===== src/rtl/jackal_audio_pkg.sv =====
// Shared audio-path types and rates for the filter chain and the 48 kHz decimator.
package jackal_audio_pkg;
  typedef logic signed [15:0] sample_t;

  localparam int JACKAL_SAMPLE_DIV  = 64;
  localparam int JACKAL_DECIM_RATIO = 16;
endpackage


===== src/rtl/jackal_audio_decimator_if.sv =====
// Decimated-sample valid/ready link from the decimator to the audio output serializer.
interface jackal_audio_decimator_if;
  import jackal_audio_pkg::*;

  sample_t out_data;
  logic    out_valid;
  logic    out_ready;

  modport master (output out_data, output out_valid, input  out_ready);
  modport slave  (input  out_data, input  out_valid, output out_ready);
endinterface


===== src/rtl/jackal_sample_fifo.sv =====
// Output word store for the decimator: DEPTH-entry circular FIFO with JACKAL_DECIM_FIFO_EN,
// otherwise a single holding register.
module jackal_sample_fifo
  import jackal_audio_pkg::*;
#(
  parameter int DEPTH = 4,
`ifdef JACKAL_DECIM_FIFO_EN
  parameter int LW    = $clog2(DEPTH) + 1
`else
  parameter int LW    = 1
`endif
) (
  input  logic          clk,
  input  logic          reset,
  input  logic          i_push,
  input  sample_t       i_data,
  input  logic          i_pop,
  output sample_t       o_data,
  output logic          o_valid,
  output logic [LW-1:0] o_level,
  output logic          o_drop
);

  logic w_pop;
  assign w_pop = i_pop & o_valid;

`ifdef JACKAL_DECIM_FIFO_EN
  localparam int AW = $clog2(DEPTH);

  sample_t     r_mem [DEPTH];
  logic [AW:0] r_wr;
  logic [AW:0] r_rd;
  logic        w_full;
  logic        w_empty;
  logic        w_wr_en;

  // Extra pointer MSB tells full from empty when the address bits match.
  assign w_empty = (r_wr == r_rd);
  assign w_full  = (r_wr[AW] != r_rd[AW]) && (r_wr[AW-1:0] == r_rd[AW-1:0]);
  assign w_wr_en = i_push & (~w_full | w_pop);

  always_ff @(posedge clk) begin
    if (reset) begin
      r_wr <= '0;
      r_rd <= '0;
      for (int i = 0; i < DEPTH; i++) r_mem[i] <= '0;
    end else begin
      if (w_wr_en) begin
        r_mem[r_wr[AW-1:0]] <= i_data;
        r_wr                <= r_wr + 1'b1;
      end
      if (w_pop) r_rd <= r_rd + 1'b1;
    end
  end

  assign o_data  = r_mem[r_rd[AW-1:0]];
  assign o_valid = ~w_empty;
  assign o_level = r_wr - r_rd;
  assign o_drop  = i_push & w_full & ~w_pop;
`else
  sample_t r_data;
  logic    r_full;

  // A push alongside a pop of the held word replaces it.
  always_ff @(posedge clk) begin
    if (reset) begin
      r_data <= '0;
      r_full <= 1'b0;
    end else if (i_push && (!r_full || w_pop)) begin
      r_data <= i_data;
      r_full <= 1'b1;
    end else if (w_pop) begin
      r_full <= 1'b0;
    end
  end

  assign o_data  = r_data;
  assign o_valid = r_full;
  assign o_level = r_full;
  assign o_drop  = i_push & r_full & ~w_pop;
`endif

endmodule


===== src/rtl/jackal_audio_decimator.sv =====
// 768 kHz -> 48 kHz boxcar decimator (average of RATIO samples) feeding a valid/ready output.
// Define JACKAL_DECIM_FIFO_EN for a DEPTH-entry output FIFO instead of a single holding register.
module jackal_audio_decimator
  import jackal_audio_pkg::*;
#(
  parameter int DIV   = JACKAL_SAMPLE_DIV,
  parameter int RATIO = JACKAL_DECIM_RATIO,
  parameter int DEPTH = 4
) (
  input  logic                       clk,
  input  logic                       reset,
  input  sample_t                    in,
  jackal_audio_decimator_if.master   out_if,
`ifdef JACKAL_DECIM_FIFO_EN
  output logic [$clog2(DEPTH):0]     level,
`else
  output logic                       level,
`endif
  output logic                       overflow
);

  localparam int SH    = $clog2(RATIO);
  localparam int ACC_W = 16 + SH;

  logic [9:0]              r_cnt;
  logic [SH-1:0]           r_phase;
  logic signed [ACC_W-1:0] r_acc;
  logic                    r_overflow;
  logic signed [ACC_W-1:0] w_sum;
  logic                    w_stb;
  logic                    w_last;
  logic                    w_drop;
  sample_t                 w_word;

  assign w_stb  = (r_cnt == 10'(DIV - 1));
  assign w_last = w_stb && (r_phase == SH'(RATIO - 1));
  assign w_sum  = r_acc + {{SH{in[15]}}, in};
  // Arithmetic shift floors toward -inf; the exact-width sum always fits back in 16 bits.
  assign w_word = sample_t'(w_sum >>> SH);

  always_ff @(posedge clk) begin
    if (reset) begin
      r_cnt      <= '0;
      r_phase    <= '0;
      r_acc      <= '0;
      r_overflow <= 1'b0;
    end else begin
      r_cnt <= w_stb ? 10'd0 : r_cnt + 10'd1;
      if (w_stb) begin
        if (w_last) begin
          r_acc   <= '0;
          r_phase <= '0;
        end else begin
          r_acc   <= w_sum;
          r_phase <= r_phase + 1'b1;
        end
      end
      if (w_drop) r_overflow <= 1'b1;
    end
  end

  assign overflow = r_overflow;

  jackal_sample_fifo #(.DEPTH(DEPTH)) u_fifo (
    .clk     (clk),
    .reset   (reset),
    .i_push  (w_last),
    .i_data  (w_word),
    .i_pop   (out_if.out_ready),
    .o_data  (out_if.out_data),
    .o_valid (out_if.out_valid),
    .o_level (level),
    .o_drop  (w_drop)
  );

endmodule


===== src/flat_wrapper.sv =====
// flat-port wrapper written by rule: the top's interface ports become plain ports
module jackal_audio_decimator_flat import jackal_audio_pkg::*;
#(
  parameter int DIV   = JACKAL_SAMPLE_DIV,
  parameter int RATIO = JACKAL_DECIM_RATIO,
  parameter int DEPTH = 4
)
  (clk, reset, in, level, overflow, out_if_out_data, out_if_out_valid, out_if_out_ready);
  jackal_audio_decimator_if out_if_i ();
  input  logic clk;
  input  logic reset;
  input  sample_t in;
  output logic level;
  output logic overflow;
  output wire logic [$bits(out_if_i.out_data)-1:0] out_if_out_data;
  output wire logic [$bits(out_if_i.out_valid)-1:0] out_if_out_valid;
  input wire logic [$bits(out_if_i.out_ready)-1:0] out_if_out_ready;
  assign out_if_out_data = out_if_i.out_data;
  assign out_if_out_valid = out_if_i.out_valid;
  assign out_if_i.out_ready = out_if_out_ready;
  jackal_audio_decimator #(.DIV(DIV), .RATIO(RATIO), .DEPTH(DEPTH)) u_core (.clk(clk), .reset(reset), .in(in), .out_if(out_if_i), .level(level), .overflow(overflow));
endmodule

===== config.mk =====
export PLATFORM = sky130hd
export DESIGN_NAME = jackal_audio_decimator_flat
export DESIGN_NICKNAME = d
export VERILOG_FILES = /design/src/rtl/jackal_audio_pkg.sv /design/src/rtl/jackal_audio_decimator_if.sv /design/src/rtl/jackal_sample_fifo.sv /design/src/rtl/jackal_audio_decimator.sv /design/src/flat_wrapper.sv
export SDC_FILE = /design/constraint.sdc
export NUM_CORES = 1
export LEC_CHECK = 0
export CAP_MARGIN = 20
export CORE_MARGIN = 2
export CORE_UTILIZATION = 24
export CTS_BUF_LIST = sky130_fd_sc_hd__clkbuf_4 sky130_fd_sc_hd__clkbuf_8 sky130_fd_sc_hd__clkbuf_16
export DETAILED_ROUTE_END_ITERATION = 6
export MAX_ROUTING_LAYER = met4
export PLACE_DENSITY = 0.51
export SLEW_MARGIN = 20
export SYNTH_ARGS = -nofsm -noshare
export SYNTH_HDL_FRONTEND = slang
export SYNTH_SLANG_ARGS = --single-unit

===== constraint.sdc =====
create_clock -name clk -period 2.5 [get_ports clk]
set_input_delay 0.5 -clock clk [delete_from_list [all_inputs] [get_ports clk]]
set_output_delay 0.5 -clock clk [all_outputs]
set_load 0.02 [all_outputs]

==> results.sh, run 1 <==
export IMPL_cts_clk_slew_worst_paths_ps=70
export IMPL_r2r_cells=9
export IMPL_finalPower_w=0.001809
export IMPL_antenna_found_initial=0
export IMPL_pwr_density_cell_nw_per_um2=428.9
export IMPL_synth_warnings=0
export IMPL_core_um2=11860
export IMPL_grt_start_max_net_pins=20
export IMPL_ys_top_cells_by_area="dfxtp_1 (36%), ha_1 (9.1%), nand2_1 (5.6%)"
export IMPL_cp_slowest_cell="clkdlybuf4s50_1"
export IMPL_wire_per_inst_um=14.30
export IMPL_grt_overflow_total=0
export IMPL_drt_drc_violations_left=0
export IMPL_grt_pass1_wl_um=13780
export IMPL_via_per_inst=4.777
export IMPL_hp_class="reg2reg"
export IMPL_hold_end="u_core.r_acc[7]"
export IMPL_numCtsBuffers=5
export IMPL_end_kind="register"
export IMPL_synthCells=347
export IMPL_routed_wl_um=8482
export IMPL_yosysMostFrequentCell="dfxtp_1"
export IMPL_r2r_end="u_core.u_fifo.o_data[12]"
export IMPL_cts_tree="yes"
export IMPL_drt_pass1_iter_count=4
export IMPL_synth_top_area_share_pct=36.14
export IMPL_fin_crit_sh_pct=96.60
export IMPL_port_buffers=37
export IMPL_gp_congestion=0.8434
export IMPL_drv_cap=0
export IMPL_setup_violations=0
export IMPL_ioPinCount=38
export IMPL_hp_start="u_core.r_acc[7]"
export IMPL_place_area_um2=3860
export IMPL_worstPathCellList="clkdlybuf4s50_1 -> ha_1 -> a21oi_2 -> nand2_1 -> o21ai_1 -> buf_4 -> o21a_1 -> o211ai_1 -> or3_1 -> nand3_1"
export IMPL_report_final_slew_viol_count=0
export IMPL_clockBufferDepth=2
export IMPL_cp_arrival_ps=2650
export IMPL_r2r_slack_ps=190
export IMPL_clk_latency_ps=290
export IMPL_leakagePower_nw=1.711
export IMPL_dr_first_iter_drc_count=103
export IMPL_synth_top_cell_by_area="dfxtp_1"
export IMPL_vias=2833
export IMPL_clock_sinks=52
export IMPL_synth_cell_types=47
export IMPL_synth_nets=388
export IMPL_fp_dieH_um=113.6
export IMPL_synth_edf_count=0
export IMPL_die_x_um=113.6
export IMPL_whs_path_depth=2
export IMPL_die_area_um2=12890
export IMPL_synth_ff_latch_count=52
export IMPL_syn_area_um2=2880
export IMPL_worst_pin_slew_ps=911.6
export IMPL_drive_gt1_share_pct=22.20
export IMPL_async_reset_ff_share_pct=0
export IMPL_rows=40
export IMPL_r2r_start="u_core.r_cnt[0]"
export IMPL_status="complete, no violations"
export IMPL_syn2layout_area_growth_pct=46.44
export IMPL_antenna_left=0
export IMPL_syn_mean_instance_area_um2=8.300
export IMPL_ctsHoldBuffers=0
export IMPL_clock_skew_ps=6.758
export IMPL_start_util_pct=24.28
export IMPL_yosysSeqAreaShare_pct=36.14
export IMPL_fmax_ghz=0.4141
export IMPL_diodes=0
export IMPL_maxSlewHeadroom_pct=38.76
export IMPL_critical_path_max_stage_delay_ps=400
export IMPL_fin_nets=486
export IMPL_fin_crit_ps=2415
export IMPL_design_area_um2=4218
export IMPL_cts_root_buf="clkbuf_16"
export IMPL_hold_violations=0
export IMPL_ir_drop_uv=238.2
export IMPL_setup_worst_path_class="in2reg"
export IMPL_path_max_fanout=5
export IMPL_ys_flop_type="dfxtp_1"
export IMPL_hpwl_um=6475
export IMPL_grt_pass1_vias=2821
export IMPL_synthTopCellsByCount="dfxtp_1 (52), nand2_1 (43), a21oi_1 (29), o21ai_0 (26), nor2_1 (22)"
export IMPL_crit_path_start_kind="input pin"
export IMPL_cp_data_required_time_ps=2730
export IMPL_htreeDepth=2
export IMPL_grt_usage_pct=13.78
report_power, final:
group / internal [W] / switching, W / total [W] / leakage, nW
registers: 0.000832 / 0.00000373 / 0.000835 / 0.419
logic: 0.0000872 / 0.0000848 / 0.000172 / 1.21
clock network: 0.000488 / 0.000314 / 0.000802 / 0.0849
total: 0.00141 / 0.000402 / 0.00181 / 1.71
sequential cells by signal (all words and copies together), names as in the netlist:
name and flops:
u_core.overflow 1, u_core.r_acc 20, u_core.r_cnt 10, u_core.r_phase 4
u_core.u_fifo.o_data 16, u_core.u_fifo.o_level 1
layer usage:
layer	GRT usage [%]	vias up	wire length [um]
met5	-	-	0
met4	2.927	0	48
met3	2.125	4	221
met2	21.80	39	3874
met1	18.75	1328	4336
li1	-	1462	-
worst max-delay path, delay by kind of cell:
kind / cells / cell delay [ps]
AO/OA/AOI/OAI: 4 / 680
buffers and inverters: 2 / 560
AND/OR/NAND/NOR: 3 / 540
adder cells (fa/ha/maj): 1 / 360
repair_timing:
item                                    CTS  global route
setup buffers                             0             2
gates cloned                              0             0
pin swaps                                 4            12
endpoints found under the setup margin   17            20
resized for setup                        18            21
worst max path at each step:
stage	startpoint	end	depth (start not counted)
2_1_floorplan	in[0]	u_core.r_acc[16]	10
3_5_place_dp	in[0]	u_core.r_acc[16]	12
4_1_cts	in[0]	u_core.r_acc[16]	12
6_report	in[4]	u_core.r_acc[17]	10
5_1_grt	in[4]	u_core.r_acc[16]	10
3_3_place_gp	in[0]	u_core.r_acc[16]	12
area by class of cell:
class	instances	area (um^2)
clock buffer	6	132.6
clock inverter	2	38.79
fill	1211	7644
inverter	8	30.03
multi-input combinational	275	1917
sequential	52	1041
tap	147	183.9
timing repair buffer	103	874.6
metrics by stage:
stage	hold slack [ps]	setup TNS [ps]	instances	setup WS, ps	utilization, %
after CTS	468.9	-6.370	591	-6.242	34.42
after floorplan	429.1	0	347	96.05	-
final	465.1	0	593	85.09	35.56
after global routing	480.0	-3.248	593	-3.248	35.56
after detailed placement	450.1	-8148	583	-551.1	32.54
after global placement	440.5	-8226	583	-503.2	32.54
logic make-up (layout without fill, tap and decap cells):
logic type / Yosys count / after routing / synth area share [%]
buffers and inverters: 20 / 119 / 2.954
AOI/OAI and AO/OA: 101 / 101 / 21.76
xor gates and xnor gates: 23 / 23 / 6.994
muxes: 2 / 2 / 0.6951
and+or+nand+nor: 127 / 127 / 21.63
adders and majority gates: 22 / 22 / 9.818
DFF: 52 / 52 / 36.14
cells in the final DEF, fill, tap and decap left out, types with 3 or more instances in the layout:
master            n
buf_4            66
dfxtp_1          52
nand2_1          43
clkdlybuf4s50_1  32
a21oi_1          22
nor2_1           22
nand3_1          20
o21ai_0          20
ha_1             14
xnor2_1          13
xor2_1           10
and3_1            8
nor3_1            8
inv_1             7
o211ai_1          7
a21oi_2           6
o21ai_1           6
a31oi_1           6
a22o_1            6
ha_4              6
a21o_1            5
nand4_1           5
or3_1             5
clkbuf_16         5
o21bai_1          4
dlymetal6s2s_1    4
o21a_1            3
nor4_1            3
Power figures use the tool's default switching activity.
==> run 2: changes to the inputs <==
--- a/config.mk
+++ b/config.mk
@@ -12,6 +12,7 @@
 export DETAILED_ROUTE_END_ITERATION = 6
 export MAX_ROUTING_LAYER = met4
 export PLACE_DENSITY = 0.51
+export SETUP_SLACK_MARGIN = 0.5
 export SLEW_MARGIN = 20
 export SYNTH_ARGS = -nofsm -noshare
 export SYNTH_HDL_FRONTEND = slang
==> run 2 against run 1 <==
Against the previous run: register-to-register slack gained 110 ps; total power shrank 2.0%; hold slack lost 3.9 ps; clock-buffer cell count shrank 1; maximum frequency grew 9.8%; worst setup slack gained 220 ps; combinational power grew 31%; wire length grew 11%; final area grew 15%; sequential power is essentially flat; core utilization grew 5.2 points; largest cell class unchanged.
==> results.sh, run 2 (same netlist as run 1, synthesis figures left out) <==
export IMPL_status="complete, no violations"
export IMPL_antenna_found_initial=0
export IMPL_largest_reg_flops=20
export IMPL_clk_latency_ps=300
export IMPL_cts_root_buf="clkbuf_16"
export IMPL_htreeDepth=2
export IMPL_diodes=0
export IMPL_cp_arrival_ps=2390
export IMPL_clock_skew_ps=10.03
export IMPL_grt_overflow_total=0
export IMPL_tns_ps=0
export IMPL_setup_violations=0
export IMPL_grt_pass1_vias=3046
export IMPL_ir_drop_uv=247.3
export IMPL_drt_pass1_iter_count=4
export IMPL_wire_per_inst_um=15.31
export IMPL_cts_clk_slew_worst_paths_ps=80
export IMPL_fp_dieH_um=113.6
export IMPL_mostFrequentLayoutCell="buf_4"
export IMPL_syn2layout_area_growth_pct=68.03
export IMPL_report_final_slew_viol_count=0
export IMPL_die_area_um2=12890
export IMPL_routed_wl_um=9416
export IMPL_path_max_fanout=3
export IMPL_fin_util_pct=40.80
export IMPL_fin_crit_sh_pct=87.94
export IMPL_fin_crit_ps=2198
export IMPL_pwr_density_cell_nw_per_um2=366.1
export IMPL_dr_first_iter_drc_count=120
export IMPL_via_per_inst=4.945
export IMPL_ioPinCount=38
export IMPL_clock_sinks=52
export IMPL_fin_nets=508
export IMPL_hold_violations=0
export IMPL_drt_drc_violations_left=0
export IMPL_finalPower_w=0.001772
export IMPL_worst_slack_ps=301.6
export IMPL_crit_path_start_kind="register"
export IMPL_port_buffers=37
export IMPL_die_x_um=113.6
export IMPL_fmax_ghz=0.4549
export IMPL_clockBufferDepth=2
export IMPL_cts_tree="yes"
export IMPL_maxSlewHeadroom_pct=56.70
export IMPL_cp_data_required_time_ps=2690
export IMPL_largest_register="u_core.r_acc"
export IMPL_rows=40
export IMPL_drive_gt1_share_pct=42.09
export IMPL_vias=3041
export IMPL_leakagePower_nw=1.885
export IMPL_start_util_pct=24.28
export IMPL_hp_class="reg2reg"
export IMPL_grt_start_max_net_pins=20
export IMPL_layout_common_cells="buf_4 (82), dfxtp_1 (45), nand2_1 (36)"
export IMPL_worst_pin_slew_ps=646.0
export IMPL_grt_pass1_wl_um=14720
export IMPL_hpwl_um=6513
export IMPL_end_kind="register"
export IMPL_pre_cts_ws_ps=-338.0
export IMPL_grt_usage_pct=14.73
export IMPL_timing_hold_ws_ps=461.2
export IMPL_core_um2=11860
export IMPL_antenna_left=0
export IMPL_gp_congestion=0.8591
export IMPL_setup_worst_path_class="reg2reg"
export IMPL_rsz0062_at_grt="yes"
export IMPL_drv_cap=0
export IMPL_numCtsBuffers=5
==> run 2: path summary, 6_finish.rpt <==
path | depth (start not counted) | from | to | slack [ps]
max | 11 | u_core.r_acc[0] | u_core.r_acc[16] | 300
min | 2 | u_core.u_fifo.o_data[5] | u_core.u_fifo.o_data[5] | 460
max reg2reg | 11 | u_core.r_acc[0] | u_core.r_acc[16] | 300
min reg2reg | 2 | u_core.u_fifo.o_data[5] | u_core.u_fifo.o_data[5] | 460
==> run 2: cell type report <==
type,count,area (um^2)
Tap cell,147,183.9
Clock inverter,3,22.52
Fill cell,1160,7022
Multi-Input combinational cell,275,2416
Timing Repair Buffer,125,1010
Clock buffer,5,125.1
Inverter,8,30.03
Sequential cell,52,1052
==> run 2: report_power, final <==
group	leakage (nW)	internal, W	switching, W
Sequential	0.423	0.000831	0.00000393
Combinational	1.39	0.000113	0.000113
Clock	0.0742	0.000376	0.000335
Total	1.89	0.00132	0.000452
==> run 2: repair_timing <==
item | in CTS | in global routing
gates cloned | 0 | 0
hold endpoints to repair | 0 | 0
setup endpoints to repair | 36 | 27
pin swaps | 54 | 40
gates resized for setup | 107 | 40
setup buffers | 23 | 7
hold buffers | 0 | 0
==> run 2: critical path, cell delays in order, from the launching register on <==
cell       delay (ps)
dfxtp_2           350
ha_4              130
inv_2              30
fa_2              340
nor2b_2           140
o21bai_1           90
a21boi_2          200
o2111ai_2         210
a21oi_2           200
buf_4             140
o21ai_2            50
a32o_1            230
==> run 2: layer usage <==
| metal | up-vias | global-route usage, % | part of all wire, % |
|---|---|---|---|
| met4 | 0 | 5.122 | 1.8 |
| met3 | 10 | 1.913 | 3.3 |
| met2 | 54 | 25.99 | 50 |
| met1 | 1474 | 17.28 | 45 |
| li1 | 1503 | - | - |
| met5 | - | - | 0 |
==> run 2: metrics by stage <==
step                cells  area (um^2)
finish                615         4840
global route          615         4840
CTS                   608         4679
detailed placement    577         4024
global placement      577         4024
floorplan             347         3107
==> run 3: changes to the inputs <==
--- a/config.mk
+++ b/config.mk
@@ -11,7 +11,6 @@
 export CTS_BUF_LIST = sky130_fd_sc_hd__clkbuf_4 sky130_fd_sc_hd__clkbuf_8 sky130_fd_sc_hd__clkbuf_16
 export DETAILED_ROUTE_END_ITERATION = 6
 export MAX_ROUTING_LAYER = met4
-export PLACE_DENSITY = 0.51
 export SETUP_SLACK_MARGIN = 0.5
 export SLEW_MARGIN = 20
 export SYNTH_ARGS = -nofsm -noshare
==> run 3 against run 2 <==
Against the previous run: final area down 1.3%; worst setup slack got worse by 52 ps; sequential power about the same; global-route usage rose by 0.38 points; wire length is 3.0% higher; clock skew down 4.1 ps; sequential cell count unchanged; core utilization decreased by 0.54 points; sequential share of layout area increased by 0.32 points; clock-buffer cell count unchanged; cell count down 1.1%; via count is 0.53% lower.
==> results.sh, run 3 (same netlist as run 1, synthesis figures left out) <==
export IMPL_hpwl_um=6706
export IMPL_ctsHoldBuffers=0
export IMPL_wire_per_inst_um=15.96
export IMPL_maxSlewHeadroom_pct=62.81
export IMPL_clkPwrFrac_pct=40.4
export IMPL_whs_path_depth=1
export IMPL_r2r_start="u_core.r_acc[12]"
export IMPL_port_buffers=37
export IMPL_core_um2=11860
export IMPL_cts_clk_slew_worst_paths_ps=80
export IMPL_wl_met2_um=5008
export IMPL_report_final_slew_viol_count=0
export IMPL_htreeDepth=2
export IMPL_status="complete, no violations"
export IMPL_via_per_inst=4.975
export IMPL_rsz0062_at_grt="yes"
export IMPL_grt_usage_pct=15.12
export IMPL_r2r_slack_ps=250
export IMPL_cts_root_buf="clkbuf_16"
export IMPL_end_kind="register"
export IMPL_fin_nets=501
export IMPL_gp_congestion=0.8545
export IMPL_clockBufferDepth=2
export IMPL_wl_met3_um=347
export IMPL_hp_class="reg2reg"
export IMPL_mostFrequentLayoutCell="buf_4"
export IMPL_die_x_um=113.6
export IMPL_r2r_cells=9
export IMPL_clock_sinks=52
export IMPL_r2r_end="u_core.r_acc[19]"
export IMPL_cp_arrival_ps=2470
export IMPL_hold_violations=0
export IMPL_top_layer="met4"
export IMPL_diodes=0
export IMPL_hold_end="u_core.r_cnt[0]"
export IMPL_power_frac_comb_pct=12.4
export IMPL_fin_crit_sh_pct=90.01
export IMPL_antenna_left=0
export IMPL_pre_cts_ws_ps=-385.8
export IMPL_routed_wl_um=9701
export IMPL_wl_met1_um=4145
export IMPL_leakagePower_nw=1.842
export IMPL_die_area_um2=12890
export IMPL_p_switching_w=0.0004517
export IMPL_path_max_fanout=4
export IMPL_p_int_w=0.001320
export IMPL_drive_gt1_share_pct=42.08
export IMPL_antenna_found_initial=0
export IMPL_start_util_pct=24.28
export IMPL_setup_violations=0
export IMPL_drt_pass1_iter_count=4
export IMPL_largest_register="u_core.r_acc"
export IMPL_layout_common_cells="buf_4 (75), dfxtp_1 (44), nand2_1 (34)"
export IMPL_drt_drc_violations_left=0
export IMPL_worst_slack_ps=249.8
export IMPL_worst_pin_slew_ps=554.9
export IMPL_rows=40
export IMPL_multi_input_area_um2=2396
export IMPL_dr_first_iter_drc_count=155
export IMPL_pwr_density_cell_nw_per_um2=370.9
export IMPL_largest_reg_flops=20
export IMPL_vias=3025
export IMPL_clk_latency_ps=290
export IMPL_cp_data_required_time_ps=2720
export IMPL_pwr_share_seq_pct=47.2
export IMPL_grt_overflow_total=0
export IMPL_clock_skew_ps=5.976
export IMPL_fmax_ghz=0.4444
export IMPL_seq_area_um2=1054
export IMPL_nFillCells=1157
export IMPL_ir_drop_uv=300.6
export IMPL_ioPinCount=38
export IMPL_tns_ps=0
export IMPL_finalPower_w=0.001771
export IMPL_crit_path_start_kind="register"
export IMPL_fin_crit_ps=2250
export IMPL_hp_start="u_core.r_cnt[0]"
export IMPL_drv_cap=0
export IMPL_switching_share_pct=25.50
export IMPL_fp_dieH_um=113.6
export IMPL_setup_worst_path_class="reg2reg"
export IMPL_syn2layout_area_growth_pct=65.81
export IMPL_grt_start_max_net_pins=20
export IMPL_grt_pass1_wl_um=15200
export IMPL_grt_pass1_vias=3158
export IMPL_numCtsBuffers=5
export IMPL_cts_tree="yes"
[run 3: changes by cell type in the layout (fill, tap and decap cells not counted), moves of 3 or more]
cell	delta
xnor2_4	-3
buf_2	-3
buf_4	-7
clkbuf_2	+4
nand2_2	+3
[run 3: power by group through the flow]
stage / Combinational (W) / Clock, W / Sequential, W
5_1_grt: 0.000238 / 0.000766 / 0.000837
6_report: 0.000219 / 0.000716 / 0.000837
3_3_place_gp: 0.000174 / 0 / 0.000857
2_1_floorplan: 0.0000856 / 0 / 0.000856
3_5_place_dp: 0.000179 / 0 / 0.000857
4_1_cts: 0.000195 / 0.000726 / 0.000837
[run 3: worst max path at each step]
stage,startpoint,to,cells past startpoint
floorplan,in[7],u_core.r_acc[16],7
global placement,in[0],u_core.r_acc[16],11
detailed placement,in[0],u_core.r_acc[16],11
CTS,u_core.r_acc[0],u_core.r_acc[16],11
global route,in[13],u_core.r_acc[19],9
finish,u_core.r_acc[12],u_core.r_acc[19],9
[run 3: layer usage]
layer  up-vias  track usage (%)
li1       1490                -
met5         -                -
met3        19            2.232
met2        67            26.43
met4         0            4.715
met1      1449            17.96
[run 3: worst max-delay path, stage by stage (launching register included)]
cell and delay [ps]:
dfxtp_2 350, ha_4 280, buf_12 100, nand4_1 190, nor3_4 340, a2111oi_4 80
a21oi_2 140, o211ai_1 190, or3_1 410, o21ai_1 90
[run 3: layout make-up]
class                      count  share of cell area (%)
timing repair buffer         118                   20.15
sequential                    52                   22.06
clock inverter                 3                  0.5240
tap                          147                   3.851
multi-input combinational    275                   50.17
clock buffer                   5                   2.620
inverter                       8                  0.6288
[run 3: through the flow]
step	hold WS (ps)	utilization, %	cells	instance area, um^2
final	453.8	40.26	608	4776
after global routing	459.6	40.26	608	4776
after detailed placement	450.9	33.86	576	4016
after global placement	444.7	33.86	576	4016
after CTS	461.0	38.24	594	4536
after floorplan	429.1	-	347	3107
[run 3: repair_timing]
action                     4_1_cts  5_1_grt
gates resized for setup         93       50
setup endpoints to repair       35       37
setup buffers                   10       14
pin swaps                       41       44
